**config.mk**
```make
export PLATFORM = sky130hd
export DESIGN_NAME = ped_input_conditioner
export DESIGN_NICKNAME = d
export VERILOG_FILES = /design/src/rtl/ped_input_conditioner.sv
export SDC_FILE = /design/constraint.sdc
export NUM_CORES = 1
export LEC_CHECK = 0
export ABC_AREA = 1
export CORE_ASPECT_RATIO = 1.1
export CORE_MARGIN = 4
export CORE_UTILIZATION = 23
export DETAILED_ROUTE_END_ITERATION = 8
export DONT_BUFFER_PORTS = 1
export GPL_TIMING_DRIVEN = 0
export PLACE_DENSITY_LB_ADDON = 0.25
export SETUP_SLACK_MARGIN = 0.2
export SYNTH_ARGS = -nofsm -noshare
export SYNTH_HDL_FRONTEND = slang
export SYNTH_SLANG_ARGS = --single-unit
export TNS_END_PERCENT = 30
```
**constraint.sdc**
```tcl
create_clock -name clk -period 1.8 [get_ports clk]
set_input_delay 0 -clock clk [delete_from_list [all_inputs] [get_ports clk]]
set_output_delay 0 -clock clk [all_outputs]
set_load 0.03 [all_outputs]
```
**src/rtl/ped_input_conditioner.sv**
```systemverilog
// Pad-input front end for the traffic light controller: synchronises and debounces the
// on/off switch and both pedestrian buttons, and latches pedestrian requests until acknowledged.
module ped_input_conditioner #(
  parameter int DEBOUNCE_CYCLES = 20,
  parameter int CNT_W           = 16
) (
  input  logic       clk,
  input  logic       rst,
  input  logic       light_on_raw,
  input  logic       btn_left_raw,
  input  logic       btn_right_raw,
  input  logic       ped_ack,
  output logic       light_on,
  output logic       ped_req,
  output logic       req_left,
  output logic       req_right,
  output logic [7:0] press_cnt
);

  localparam logic [CNT_W-1:0] CNT_LAST = CNT_W'(DEBOUNCE_CYCLES - 1);

  // Channel order in the vectors below: [0] switch, [1] left button, [2] right button.
  logic [2:0]       raw;
  logic [2:0]       sync_a;
  logic [2:0]       sync_b;
  logic [2:0]       stable;
  logic [1:0]       btn_prev;
  logic [CNT_W-1:0] cnt [3];
  logic             press_left;
  logic             press_right;

  assign raw = {btn_right_raw, btn_left_raw, light_on_raw};

  always_ff @(posedge clk or posedge rst) begin
    if (rst) begin
      sync_a <= '0;
      sync_b <= '0;
    end else begin
      sync_a <= raw;
      sync_b <= sync_a;
    end
  end

  // Any disagreement between the synced level and the stable level must persist for
  // DEBOUNCE_CYCLES cycles in a row; a single agreeing sample restarts the count.
  always_ff @(posedge clk or posedge rst) begin
    if (rst) begin
      stable   <= '0;
      btn_prev <= '0;
      for (int i = 0; i < 3; i++) cnt[i] <= '0;
    end else begin
      btn_prev <= stable[2:1];
      for (int i = 0; i < 3; i++) begin
        if (sync_b[i] == stable[i]) begin
          cnt[i] <= '0;
        end else if (cnt[i] == CNT_LAST) begin
          stable[i] <= sync_b[i];
          cnt[i]    <= '0;
        end else begin
          cnt[i] <= cnt[i] + CNT_W'(1);
        end
      end
    end
  end

  assign light_on    = stable[0];
  assign press_left  = stable[1] & ~btn_prev[0];
  assign press_right = stable[2] & ~btn_prev[1];

  // ped_ack is a one-cycle pulse with no back-pressure; a press in the same cycle wins,
  // so the ack only clears requests that were already being served.
  always_ff @(posedge clk or posedge rst) begin
    if (rst) begin
      req_left  <= 1'b0;
      req_right <= 1'b0;
    end else begin
      if (!light_on)       req_left <= 1'b0;
      else if (press_left) req_left <= 1'b1;
      else if (ped_ack)    req_left <= 1'b0;

      if (!light_on)        req_right <= 1'b0;
      else if (press_right) req_right <= 1'b1;
      else if (ped_ack)     req_right <= 1'b0;
    end
  end

  always_ff @(posedge clk or posedge rst) begin
    if (rst) begin
      press_cnt <= 8'd0;
    end else if (light_on && (press_left || press_right) && (press_cnt != 8'hFF)) begin
      press_cnt <= press_cnt + 8'd1;
    end
  end

  assign ped_req = req_left | req_right;

endmodule

```
==> results of run 1 <==
[area by class of cell]
type / count / area [µm²] / area share [%]
repair buffers: 7 / 97.6 / 2.28
well taps: 196 / 245 / 5.72
clock buffers: 11 / 243 / 5.66
clock inverters: 4 / 25.0 / 0.584
flip-flops and latches: 69 / 1730 / 40.4
plain buffers: 2 / 10.0 / 0.234
multi-input cells: 357 / 1760 / 41.1
inverters: 45 / 173 / 4.03
[registers in the layout (all words and copies together), names as in the netlist]
| signal | cells |
|---|---|
| btn_prev | 2 |
| cnt | 48 |
| press_cnt | 8 |
| req_left | 1 |
| req_right | 1 |
| stable | 3 |
| sync_a | 3 |
| sync_b | 3 |
[how the worst max path moves through the flow]
stage,start,to,cells after the start
after floorplan,press_cnt[0],press_cnt[3],8
after global placement,press_cnt[0],press_cnt[3],8
after detailed placement,press_cnt[0],press_cnt[3],8
after CTS,press_cnt[0],press_cnt[3],8
after global routing,cnt[16],cnt[27],6
final,press_cnt[0],press_cnt[3],8
[per-stage QoR]
step,utilization [%],hold slack [ns]
2_1_floorplan,-,0.0314
3_3_place_gp,25.4,0.0315
3_5_place_dp,25.7,-0.0696
4_1_cts,27.8,0.183
5_1_grt,28.0,0.213
6_report,28.0,0.176
[kinds of logic (layout without fill, tap and decap cells)]
logic type,after synthesis,in the layout
compound gates,22,22
flops,69,69
simple gates,307,307
buf+inv,47,69
fa+ha+maj,4,4
xor+xnor,24,24
[synth_stat cells]
master | instances | share of area (%)
inv_1 | 38 | 3.9
nor3_1 | 5 | 0.69
nor2_1 | 103 | 11
ha_1 | 4 | 1.4
a21oi_1 | 4 | 0.55
o21ai_1 | 9 | 1.2
o21bai_1 | 4 | 0.83
inv_2 | 7 | 0.72
xor2_1 | 12 | 2.9
nor2_2 | 14 | 2.4
nand2_2 | 13 | 2.2
nand2_1 | 131 | 14
nand3_1 | 18 | 2.5
xnor2_1 | 12 | 2.9
nor3_2 | 1 | 0.28
nand4_1 | 14 | 2.4
o21ai_0 | 3 | 0.41
buf_2 | 2 | 0.28
nor2_4 | 4 | 1.2
o21ai_2 | 2 | 0.48
dfrtp_1 | 69 | 48
nand3b_1 | 4 | 0.83
[power by group through the flow]
| stage | clock network, W | registers, W | logic [W] |
|---|---|---|---|
| finish | 0.00163 | 0.00160 | 0.000130 |
| global route | 0.00174 | 0.00160 | 0.000153 |
| CTS | 0.00168 | 0.00160 | 0.000133 |
| detailed placement | 0 | 0.00163 | 0.000123 |
| global placement | 0 | 0.00163 | 0.000109 |
| floorplan | 0 | 0.00162 | 0.0000833 |
[layer usage]
layer	global-route usage (%)	wire length, µm	vias to the layer above
li1	-	-	1516
met4	4.69	185	0
met3	2.64	231	15
met2	14.8	3670	35
met5	0	0	-
met1	11.9	3690	1322
[timing repair]
item | 4_1_cts | 5_1_grt
resized for setup | 3 | 7
hold buffers | 5 | 0
endpoints found under the setup margin | 7 | 20
pin swaps | 0 | 1
buffers inserted | 0 | 0
hold endpoints to repair | 44 | 0
==> metrics, run 1 <==
status finished, final reports clean; CTS tree yes; I/O pins 18; Hold Vio Cnt, Final 0; top fanout value on the critical path 8; pins over their slew limit 0; Via Count 2888; placed insts 671; first-pass GRT wire length 13500 µm; Area Overhead vs Synth 18.1%; total CTS buffers 9; Arrival @ worst endpoint 1.76 ns; Design Area, Final 0.00429 mm²; synthesized area 0.00363 mm²; global-route usage over all layers 9.45%; placed inst area 0.00393 mm²; via/cell ratio 4.18; Initial Util 23.7%; library cells used by synthesis 22; Die W 128 µm; post-route ant nets 0; Worst-path clk slew 0.06 ns; Tcrit/Tclk final 85.1%; pre-CTS setup slack 0.0456 ns; post-synthesis register bit count 69; Final Net Count 501; initial antenna violation count 0; Core Box Area 0.0153 mm²; vias in the first global route 2797; setup ws final 0.269 ns; Crit path largest cell delay 0.52 ns; H-tree depth 3; Yosys warning count 0; Req. time, crit path 2.03 ns; final setup fails 0; Reg2Reg Setup Slack 0.27 ns; Pint 0.00258 W; syn_area_per_cell 7.67 µm²; cells on worst reg2reg path 8; Synth Area in Adders 1.38%; clk_skew 0.00799 ns; P per Cell Area 784 mW/mm²; Sequential Power Share 47.7%; reg-to-reg startpoint press_cnt[0]; non-filler cells in the finished layout 691; wire per inst 11.2 µm; switch share 23.2%; Crit-path slowest cell dfrtp_2; path type of the worst min-delay path input port to async pin; worst skew pair latency 0.34 ns; largest family of logic cells by synthesized area simple AND/OR/NAND/NOR gates; proportion of layout cells with a drive suffix above 1 13.5%; GP Congestion 0.811; Slew @ Worst Pin 0.573 ns; Die ar. 0.0179 mm²; total gr overflow 0; final wirelength 7770 µm; IO buf count 0; post-synthesis simple-gate area fraction 36.8%; reg-to-reg endpoint press_cnt[3]; largest net degree at the start of global routing 31; root buffer cell clkbuf_16; HPWL Detailed 5750 µm; synthesized net count 483; Compound-Gate Fraction of Synth Area 3.52%; Core Rows 47; post-route setup TNS 0 ns; Synth Area in XOR/XNOR 5.79%; WP buf/inv 1; Power Total 0.00336 W; Clk pwr share 48.5%; Max transition margin 61.8%; Seq/Total Area, Yosys 47.6%; Setup Crit Path Kind flip-flop to flip-flop; startpoint types flip-flop; fin crit period 1.53 ns; Leak 1.72 nW; clock sink count 69; DRT Pass-1 Iters 4; count of max-cap constraint violations 0; Layout fillers 1631; Max Clock Freq 653 MHz; crit-path cells ha_4 -> nand3_2 -> nor2_2 -> nand2_1 -> nand2_4 -> inv_2 -> nand2_1 -> o21ai_2; Crit path max-delay family simple AND/OR/NAND/NOR gates; unrepaired setup endpoints after global routing true; VDD IR max 0.273 mV; Die Y 140 µm; Combinational Power Share 3.9%; most common cell after layout, fill and taps aside nand2_1; most frequent cells in the layout 131 x nand2_1, 103 x nor2_1, 67 x dfrtp_1; synthesized instance count 473; CP Capture Type flip-flop; most frequent cell on the critical path nand2_1; Ant. Diodes 0; Initial DRC Count 186; mux share of post-synthesis cell area 0%; Max Buffers Root-to-Sink 2; drc violations 0; P_sw 0.000779 W
(Power assumes the default switching activity.)
==> inputs of run 2 (changes only) <==
--- a/config.mk
+++ b/config.mk
@@ -11,7 +11,6 @@
 export CORE_UTILIZATION = 23
 export DETAILED_ROUTE_END_ITERATION = 8
 export DONT_BUFFER_PORTS = 1
-export GPL_TIMING_DRIVEN = 0
 export PLACE_DENSITY_LB_ADDON = 0.25
 export SETUP_SLACK_MARGIN = 0.2
 export SYNTH_ARGS = -nofsm -noshare
==> metrics, run 2 (same netlist as run 1, synthesis figures left out) <==
status finished, final reports clean (unchanged); Crit-path slowest cell dfrtp_1 (was dfrtp_2); wire per inst 11.3 µm (was 11.2 µm); Die Y 140 µm (unchanged); pins over their slew limit 0 (unchanged); I/O pins 18 (unchanged); total CTS buffers 9 (unchanged); CP Capture Type flip-flop (unchanged); startpoint types flip-flop (unchanged); first-pass GRT wire length 13900 µm (was 13500 µm); Initial DRC Count 142 (was 186); via/cell ratio 4.20 (was 4.18); largest net degree at the start of global routing 70 (was 31); post-route setup TNS 0 ns (unchanged); unrepaired setup endpoints after global routing true (unchanged); Crit path depth 6 (was 8); P per Cell Area 836 mW/mm² (was 784 mW/mm²); top flop regs cnt: 48 flops, press_cnt: 8 flops (unchanged); clock sink count 69 (unchanged); post-route ant nets 0 (unchanged); WP buf/inv 0 (was 1); pre-CTS setup slack 0.307 ns (was 0.0456 ns); Max Buffers Root-to-Sink 2 (unchanged); HPWL Detailed 5760 µm (was 5750 µm); Area Overhead vs Synth 19.9% (was 18.1%); total gr overflow 0 (unchanged); proportion of layout cells with a drive suffix above 1 14.1% (was 13.5%); Setup Crit Path Kind flip-flop to flip-flop (unchanged); CTS tree yes (unchanged); fin crit period 1.47 ns (was 1.53 ns); top fanout value on the critical path 6 (was 8); Hold Vio Cnt, Final 0 (unchanged); reg-to-reg startpoint cnt[32] (was press_cnt[0]); Die ar. 0.0179 mm² (unchanged); Via Count 2942 (was 2888); Crit path largest cell delay 0.41 ns (was 0.52 ns); hold path cells 1; clk_skew 0.00533 ns (was 0.00799 ns); Register Area 0.00173 mm² (about the same); Layout fillers 1644 (was 1631); path type of the worst min-delay path input port to flip-flop (was input port to async pin); reg-to-reg endpoint cnt[34] (was press_cnt[3]); final wirelength 7910 µm (was 7770 µm); Crit path max-delay family simple AND/OR/NAND/NOR gates (unchanged); Max transition margin 74.7% (was 61.8%); most frequent cells in the layout 131 x nand2_1, 103 x nor2_1, 69 x dfrtp_1 (was 131 x nand2_1, 103 x nor2_1, 67 x dfrtp_1); VDD IR max 0.395 mV (was 0.273 mV); hold path start light_on_raw; cells on worst reg2reg path 6 (was 8); count of max-cap constraint violations 0 (unchanged); IO buf count 0 (unchanged); Worst-path clk slew 0.06 ns (about the same); register bank with the most flops cnt (unchanged); root buffer cell clkbuf_16 (unchanged); Arrival @ worst endpoint 1.68 ns (was 1.76 ns); GP Congestion 0.822 (was 0.811); worst hold path endpoint sync_a[0]; Initial Util 23.7% (unchanged); Req. time, crit path 2.02 ns (was 2.03 ns); area occupied by multi-input gates 0.00173 mm² (was 0.00176 mm²); DRT Pass-1 Iters 4 (unchanged); Largest register FFs 48 (unchanged); Ant. Diodes 0 (unchanged); Core Box Area 0.0153 mm² (unchanged); worst skew pair latency 0.34 ns (about the same); H-tree depth 3 (unchanged); Tcrit/Tclk final 81.6% (was 85.1%); global-route usage over all layers 9.65% (was 9.45%); Max Clock Freq 681 MHz (was 653 MHz); Leak 1.80 nW (was 1.72 nW); vias in the first global route 2895 (was 2797); most common cell after layout, fill and taps aside nand2_1 (unchanged); Reg2Reg Setup Slack 0.33 ns (was 0.27 ns); Slew @ Worst Pin 0.379 ns (was 0.573 ns); setup ws final 0.331 ns (was 0.269 ns); crit-path cells ha_1 -> nand4_1 -> nor2_1 -> nand2_1 -> nand2_1 -> nor2_1 (was ha_4 -> nand3_2 -> nor2_2 -> nand2_1 -> nand2_4 -> inv_2 -> nand2_1 -> o21ai_2); final setup fails 0 (unchanged); drc violations 0 (unchanged); Die W 128 µm (unchanged); Final Net Count 510 (was 501); Core Rows 47 (unchanged); initial antenna violation count 0 (unchanged)
-- run 2: area by class of cell --
class | count | area share (%)
multi-input cells | 357 | 39.8
flip-flops and latches | 69 | 39.7
well taps | 196 | 5.64
clock buffers | 10 | 5.49
inverters | 45 | 3.97
repair buffers | 18 | 3.68
clock inverters | 5 | 1.73
-- run 2: worst max path at each step --
stage	start	to	slack [ns]
after floorplan	press_cnt[0]	press_cnt[3]	0.29
after global placement	cnt[32]	cnt[46]	0.35
after detailed placement	cnt[32]	cnt[34]	0.31
after CTS	cnt[32]	cnt[34]	0.30
after global routing	cnt[32]	cnt[34]	0.17
final	cnt[32]	cnt[34]	0.33
-- run 2: per-stage QoR --
stage	hold WS, ns	power, W	cell area (µm²)	std cells	util (%)
detailed placement	0.0154	0.00174	3980	680	26.0
floorplan	0.0314	0.00170	3630	473	-
global placement	0.0101	0.00174	3980	680	26.0
CTS	0.203	0.00370	4340	700	28.4
global route	0.220	0.00379	4350	700	28.4
finish	0.218	0.00364	4350	700	28.4
-- run 2: repair_timing --
| item | CTS | global route |
|---|---|---|
| gates resized for setup | 0 | 2 |
| buffers inserted | 0 | 0 |
| hold buffers | 5 | 0 |
| endpoints found under the setup margin | 0 | 14 |
| endpoints found under the hold margin | 74 | 0 |
-- run 2: routing by layer --
metal	routed length [µm]	part of all wire (%)	global-route usage, %	vias up
li1	-	-	-	1532
met1	3870	49	12.6	1371
met2	3650	46	15.0	29
met3	223	2.8	2.15	10
met4	171	2.2	4.69	0
met5	0	0	0	-
-- run 2: where the power goes --
part           leakage, nW  switching (W)  internal [W]
clock network        0.158       0.000681       0.00124
registers            0.943      0.0000225       0.00157
logic                0.698      0.0000813     0.0000411
